$ cat src/rtl/led_pwm_fader.sv
// led_pwm_fader: LED PWM driver with breathe/steady brightness capped at led_full.
// Duty is latched only at the PWM period boundary, so the output never glitches.
module led_pwm_fader #(
    parameter int FADE_DIV   = 256,
    parameter int STEP       = 1,
    parameter int HOLD_TICKS = 64
) (
    input  logic       clk,
    input  logic       RESET,
    input  logic       enable,
    input  logic       breathe,
    input  logic [7:0] led_full,
    output logic       led,
    output logic [7:0] level,
    output logic [2:0] state
);
    localparam int PW = $clog2(FADE_DIV);
    localparam int HW = $clog2(HOLD_TICKS + 1);

    typedef enum logic [2:0] {
        IDLE    = 3'd0,
        RISE    = 3'd1,
        HOLD_HI = 3'd2,
        FALL    = 3'd3,
        HOLD_LO = 3'd4,
        STEADY  = 3'd5
    } state_t;

    state_t        st;
    logic [7:0]    duty, pwm_cnt, stepped;
    logic [PW-1:0] presc;
    logic [HW-1:0] hold_cnt;
    logic [8:0]    up;
    logic          en_q, breathing, tick, act, hold_done;

    assign breathing = st inside {RISE, HOLD_HI, FALL, HOLD_LO};
    assign tick      = breathing && presc == PW'(FADE_DIV - 1);
    // a tick that coincides with leaving breathe mode must not step the level
    assign act       = tick && breathe;
    assign hold_done = hold_cnt == HW'(HOLD_TICKS - 1);
    assign up        = {1'b0, level} + 9'(STEP);
    assign stepped   = (st == RISE && act) ? ((up > {1'b0, led_full}) ? led_full : up[7:0]) :
                       (st == FALL && act) ? ((level > 8'(STEP)) ? level - 8'(STEP) : 8'd0) :
                       level;
    assign led       = en_q && pwm_cnt < duty;
    assign state     = st;

    always_ff @(posedge clk or negedge RESET) begin
        if (!RESET) begin
            st       <= IDLE;
            level    <= 8'd0;
            duty     <= 8'd0;
            pwm_cnt  <= 8'd0;
            presc    <= '0;
            hold_cnt <= '0;
            en_q     <= 1'b0;
        end else if (!enable) begin
            st       <= IDLE;
            level    <= 8'd0;
            duty     <= 8'd0;
            pwm_cnt  <= 8'd0;
            presc    <= '0;
            hold_cnt <= '0;
            en_q     <= 1'b0;
        end else begin
            en_q    <= 1'b1;
            pwm_cnt <= (pwm_cnt == 8'd254) ? 8'd0 : pwm_cnt + 8'd1;
            if (pwm_cnt == 8'd254)
                duty <= level;
            presc <= (breathing && !tick) ? presc + 1'b1 : '0;
            level <= (st == STEADY) ? led_full : (level > led_full) ? led_full : stepped;
            if (breathing && !breathe)
                st <= STEADY;
            else begin
                case (st)
                    IDLE:   st <= breathe ? RISE : STEADY;
                    STEADY: if (breathe) st <= FALL;
                    RISE: begin
                        if (tick && level == led_full) begin
                            st       <= HOLD_HI;
                            hold_cnt <= '0;
                        end
                    end
                    HOLD_HI: begin
                        if (tick) begin
                            if (hold_done) st <= FALL;
                            else hold_cnt <= hold_cnt + 1'b1;
                        end
                    end
                    FALL: begin
                        if (tick && level == 8'd0) begin
                            st       <= HOLD_LO;
                            hold_cnt <= '0;
                        end
                    end
                    HOLD_LO: begin
                        if (tick) begin
                            if (hold_done) st <= RISE;
                            else hold_cnt <= hold_cnt + 1'b1;
                        end
                    end
                    default: st <= IDLE;
                endcase
            end
        end
    end
endmodule

$ cat config.mk
export PLATFORM = sky130hd
export DESIGN_NAME = led_pwm_fader
export DESIGN_NICKNAME = d
export VERILOG_FILES = /design/src/rtl/led_pwm_fader.sv
export SDC_FILE = /design/constraint.sdc
export NUM_CORES = 1
export LEC_CHECK = 0
export BUFFER_PORTS_ARGS = -buffer_cell sky130_fd_sc_hd__buf_4
export CORE_MARGIN = 2
export CORE_UTILIZATION = 35
export DETAILED_ROUTE_END_ITERATION = 8
export SKIP_LAST_GASP = 1
export SYNTH_ARGS = -nofsm -noshare
export SYNTH_HDL_FRONTEND = slang
export SYNTH_SLANG_ARGS = --single-unit
$ cat constraint.sdc
create_clock -name clk -period 7.8 [get_ports clk]
set_clock_uncertainty 0.15 [all_clocks]
set_input_delay 0.78 -clock clk [delete_from_list [all_inputs] [get_ports clk]]
set_output_delay 0.78 -clock clk [all_outputs]
set_load 0.05 [all_outputs]
==> out/qor.txt <==
status = complete, no violations
initial antenna violation count = 0
vias in the first global route = 2684
Sequential Area = 1080 um^2
Commonest cells post-synth = dfrtp_1 (43), nor2_1 (34), ha_1 (31), nand2_1 (31), inv_1 (25)
Worst-Skew Late Latency = 0.31 ns
Std-Cell Rows = 35
setup TNS = 0 ns
Syn Nets = 413
Syn Area/Cell = 8.90 um^2
post_cts resized = 0
Clock Path Buffers = 2
vias per cell = 5.61
Synth cell types = 67
Synth top area share = 0.327
synthesized instance count = 370
post-CTS setup repair buffer count = 0
via count = 2785
Synth Warn # = 0
Design Area, Final = 3600 um^2
Top FF cell, synth = dfrtp_1
P&R area growth vs syn = 9.27%
CTS tree = built
Starting Density = 0.358
total track usage = 0.165
global-route wire length before repair = 13400 um
Total Nets Final = 427
ant diodes = 0
Die ar. = 10200 um^2
Critical Path End Type = flop
Slew @ Worst Pin = 0.835 ns
Design Power = 0.597 mW
largest fanout on the critical path = 11
final WL = 8000 um
fill cell count = 949
DRT antenna net count = 0
layout cells sized above 1 = 0.138
EDFF count, synth = 0
Synth Register Bits = 43
Crit Path Class = reg -> reg
Peak VDD IR = 0.0000822 V
fin. max-slew vios = 0
Placement Cell Area = 3510 um^2
clk sink count = 43
worst hold path type = in -> async
final core utilization = 0.391
Clock Tree Root = clkbuf_8
Max-slew headroom = 0.440
Lkg Pwr = 1.55 nW
footprint of the multi-input gates = 2030 um^2
largest net degree at the start of global routing = 44
total gr overflow = 0
max capacitance violation total = 0
count leader, synth = dfrtp_1
critical path startpoint category = flop
die width = 101 um
fmax = 270 MHz
CTS clk-pin slew, worst paths = 0.09 ns
post-synthesis async set-or-reset flop share = 1.00
CTS Buf Count = 5
IO buf count = 23
die height = 101 um
CTS Hold Bufs = 0
pwr/cell area = 166 nW/um^2
top post-synthesis cells by area = dfrtp_1 (33%), ha_1 (12%), nor2_1 (3.9%), nand2_1 (3.5%), xor2_1 (2.9%)
final setup vio count = 0
final hold vios = 0
sequential area share after synthesis = 0.327
DR pass1 iterations = 4
initial drt markers = 116
RSZ-0062 raised after global routing = false
Final GP Congestion = 0.899
Core ar. = 9200 um^2
Final Critical Period = 3.70 ns
Worst Path Arrival = 3.76 ns
crit share post-route = 0.475
detailed-route DRC error count = 0
post-synth top area cell = dfrtp_1
WL/cell = 16.1 um
critical path data required time = 7.86 ns
H-tree levels = 2
I/O pin total = 24
DP Wirelength = 5810 um
Post-Syn Area = 3290 um^2
==> cells in the final DEF, fill, tap and decap left out, types with 2 or more instances in the layout <==
| master | Yosys | routed |
|---|---|---|
| a211oi_1 | 3 | 3 |
| a21o_1 | 4 | 4 |
| a21oi_1 | 17 | 17 |
| a22oi_1 | 2 | 2 |
| a31oi_1 | 6 | 6 |
| and3_1 | 8 | 8 |
| buf_4 | 3 | 23 |
| clkbuf_8 | 0 | 5 |
| dfrtp_1 | 43 | 43 |
| ha_1 | 31 | 31 |
| inv_1 | 25 | 25 |
| mux2_2 | 3 | 3 |
| mux2i_1 | 9 | 9 |
| nand2_1 | 31 | 31 |
| nand2b_1 | 4 | 4 |
| nand3_1 | 19 | 19 |
| nand3b_1 | 2 | 2 |
| nand4_1 | 9 | 9 |
| nor2_1 | 34 | 34 |
| nor3_1 | 7 | 7 |
| nor3b_1 | 3 | 3 |
| nor4_1 | 2 | 2 |
| o211ai_1 | 2 | 2 |
| o21a_1 | 5 | 5 |
| o21ai_0 | 15 | 15 |
| o221a_2 | 3 | 3 |
| o221ai_1 | 2 | 2 |
| o31a_1 | 2 | 2 |
| o41ai_1 | 4 | 4 |
| or2_2 | 4 | 4 |
| or3_1 | 4 | 4 |
| or4_1 | 2 | 2 |
| xnor2_1 | 8 | 8 |
| xor2_1 | 11 | 11 |
==> worst paths after layout <==
| kind | from | to | slack [ns] | cells past startpoint |
|---|---|---|---|---|
| worst min-delay path | RESET | hold_cnt[5]$_DFFE_PN0P_ | 0.31 | 1 |
| worst max register to register | level[1]$_DFFE_PN0P_ | level[3]$_DFFE_PN0P_ | 4.10 | 12 |
| worst min register to register | pwm_cnt[0]$_DFF_PN0_ | pwm_cnt[0]$_DFF_PN0_ | 0.36 | 1 |
| min in group clk | pwm_cnt[0]$_DFF_PN0_ | pwm_cnt[0]$_DFF_PN0_ | 0.36 | 1 |
| max in group asynchronous | RESET | duty[5]$_DFFE_PN0P_ | 6.79 | 1 |
| worst max-delay path | level[1]$_DFFE_PN0P_ | level[3]$_DFFE_PN0P_ | 4.10 | 12 |
==> worst max-delay path, stage by stage, from the launching register on <==
cell	delay, ns
dfrtp_1	0.57
ha_1	0.25
nand3_1	0.13
or2_2	0.34
xnor2_1	0.17
inv_1	0.06
ha_1	0.29
and3_1	0.19
nor3b_1	0.15
a211oi_2	0.57
or2_2	0.28
nor4_1	0.07
a2111oi_2	0.38
==> kinds of logic (layout without fill, tap and decap cells) <==
| kind of cell | count (synthesis) | in the layout | synth area share |
|---|---|---|---|
| XOR/XNOR | 19 | 19 | 0.0506 |
| buffers and inverters | 41 | 56 | 0.0563 |
| AO/OA/AOI/OAI | 82 | 82 | 0.182 |
| AND/OR/NAND/NOR | 142 | 142 | 0.228 |
| adder cells (fa/ha/maj) | 31 | 31 | 0.118 |
| flip-flops | 43 | 43 | 0.327 |
| multiplexers | 12 | 12 | 0.0376 |
==> stage by stage <==
stage | cells | hold WS [ns] | setup slack, ns
floorplan | 370 | 0.316 | 4.26
CTS | 496 | 0.342 | 4.13
global placement | 488 | 0.343 | 4.29
global route | 496 | 0.369 | 3.81
finish | 496 | 0.309 | 4.10
detailed placement | 488 | 0.352 | 4.17
==> power by group <==
part / switching (mW) / leakage (nW) / internal, mW / total, mW
registers: 0.0269 / 0.590 / 0.232 / 0.259
clock network: 0.0839 / 0.0412 / 0.0628 / 0.147
logic: 0.118 / 0.917 / 0.0746 / 0.192
total: 0.228 / 1.55 / 0.369 / 0.597
==> area by class of cell <==
type | count | area share
Tap cell | 111 | 0.0386
Inverter | 25 | 0.0261
Clock inverter | 2 | 0.00348
Clock buffer | 6 | 0.0202
Sequential cell | 43 | 0.299
Multi-Input combinational cell | 286 | 0.565
Timing Repair Buffer | 23 | 0.0480
==> registers in the layout, indices dropped and copies added, names as in the netlist <==
register	flops
hold_cnt	7
presc	8
level	8
pwm_cnt	8
en_q	1
state	3
duty	8
==> per-layer routing <==
metal / up-vias / part of all wire / GRT usage
met4: 0 / 0.0085 / 0.0343
met1: 1346 / 0.46 / 0.231
met2: 65 / 0.48 / 0.264
li1: 1365 / - / -
met3: 9 / 0.058 / 0.0333
met5: - / 0 / 0
(Power assumes the default switching activity.)
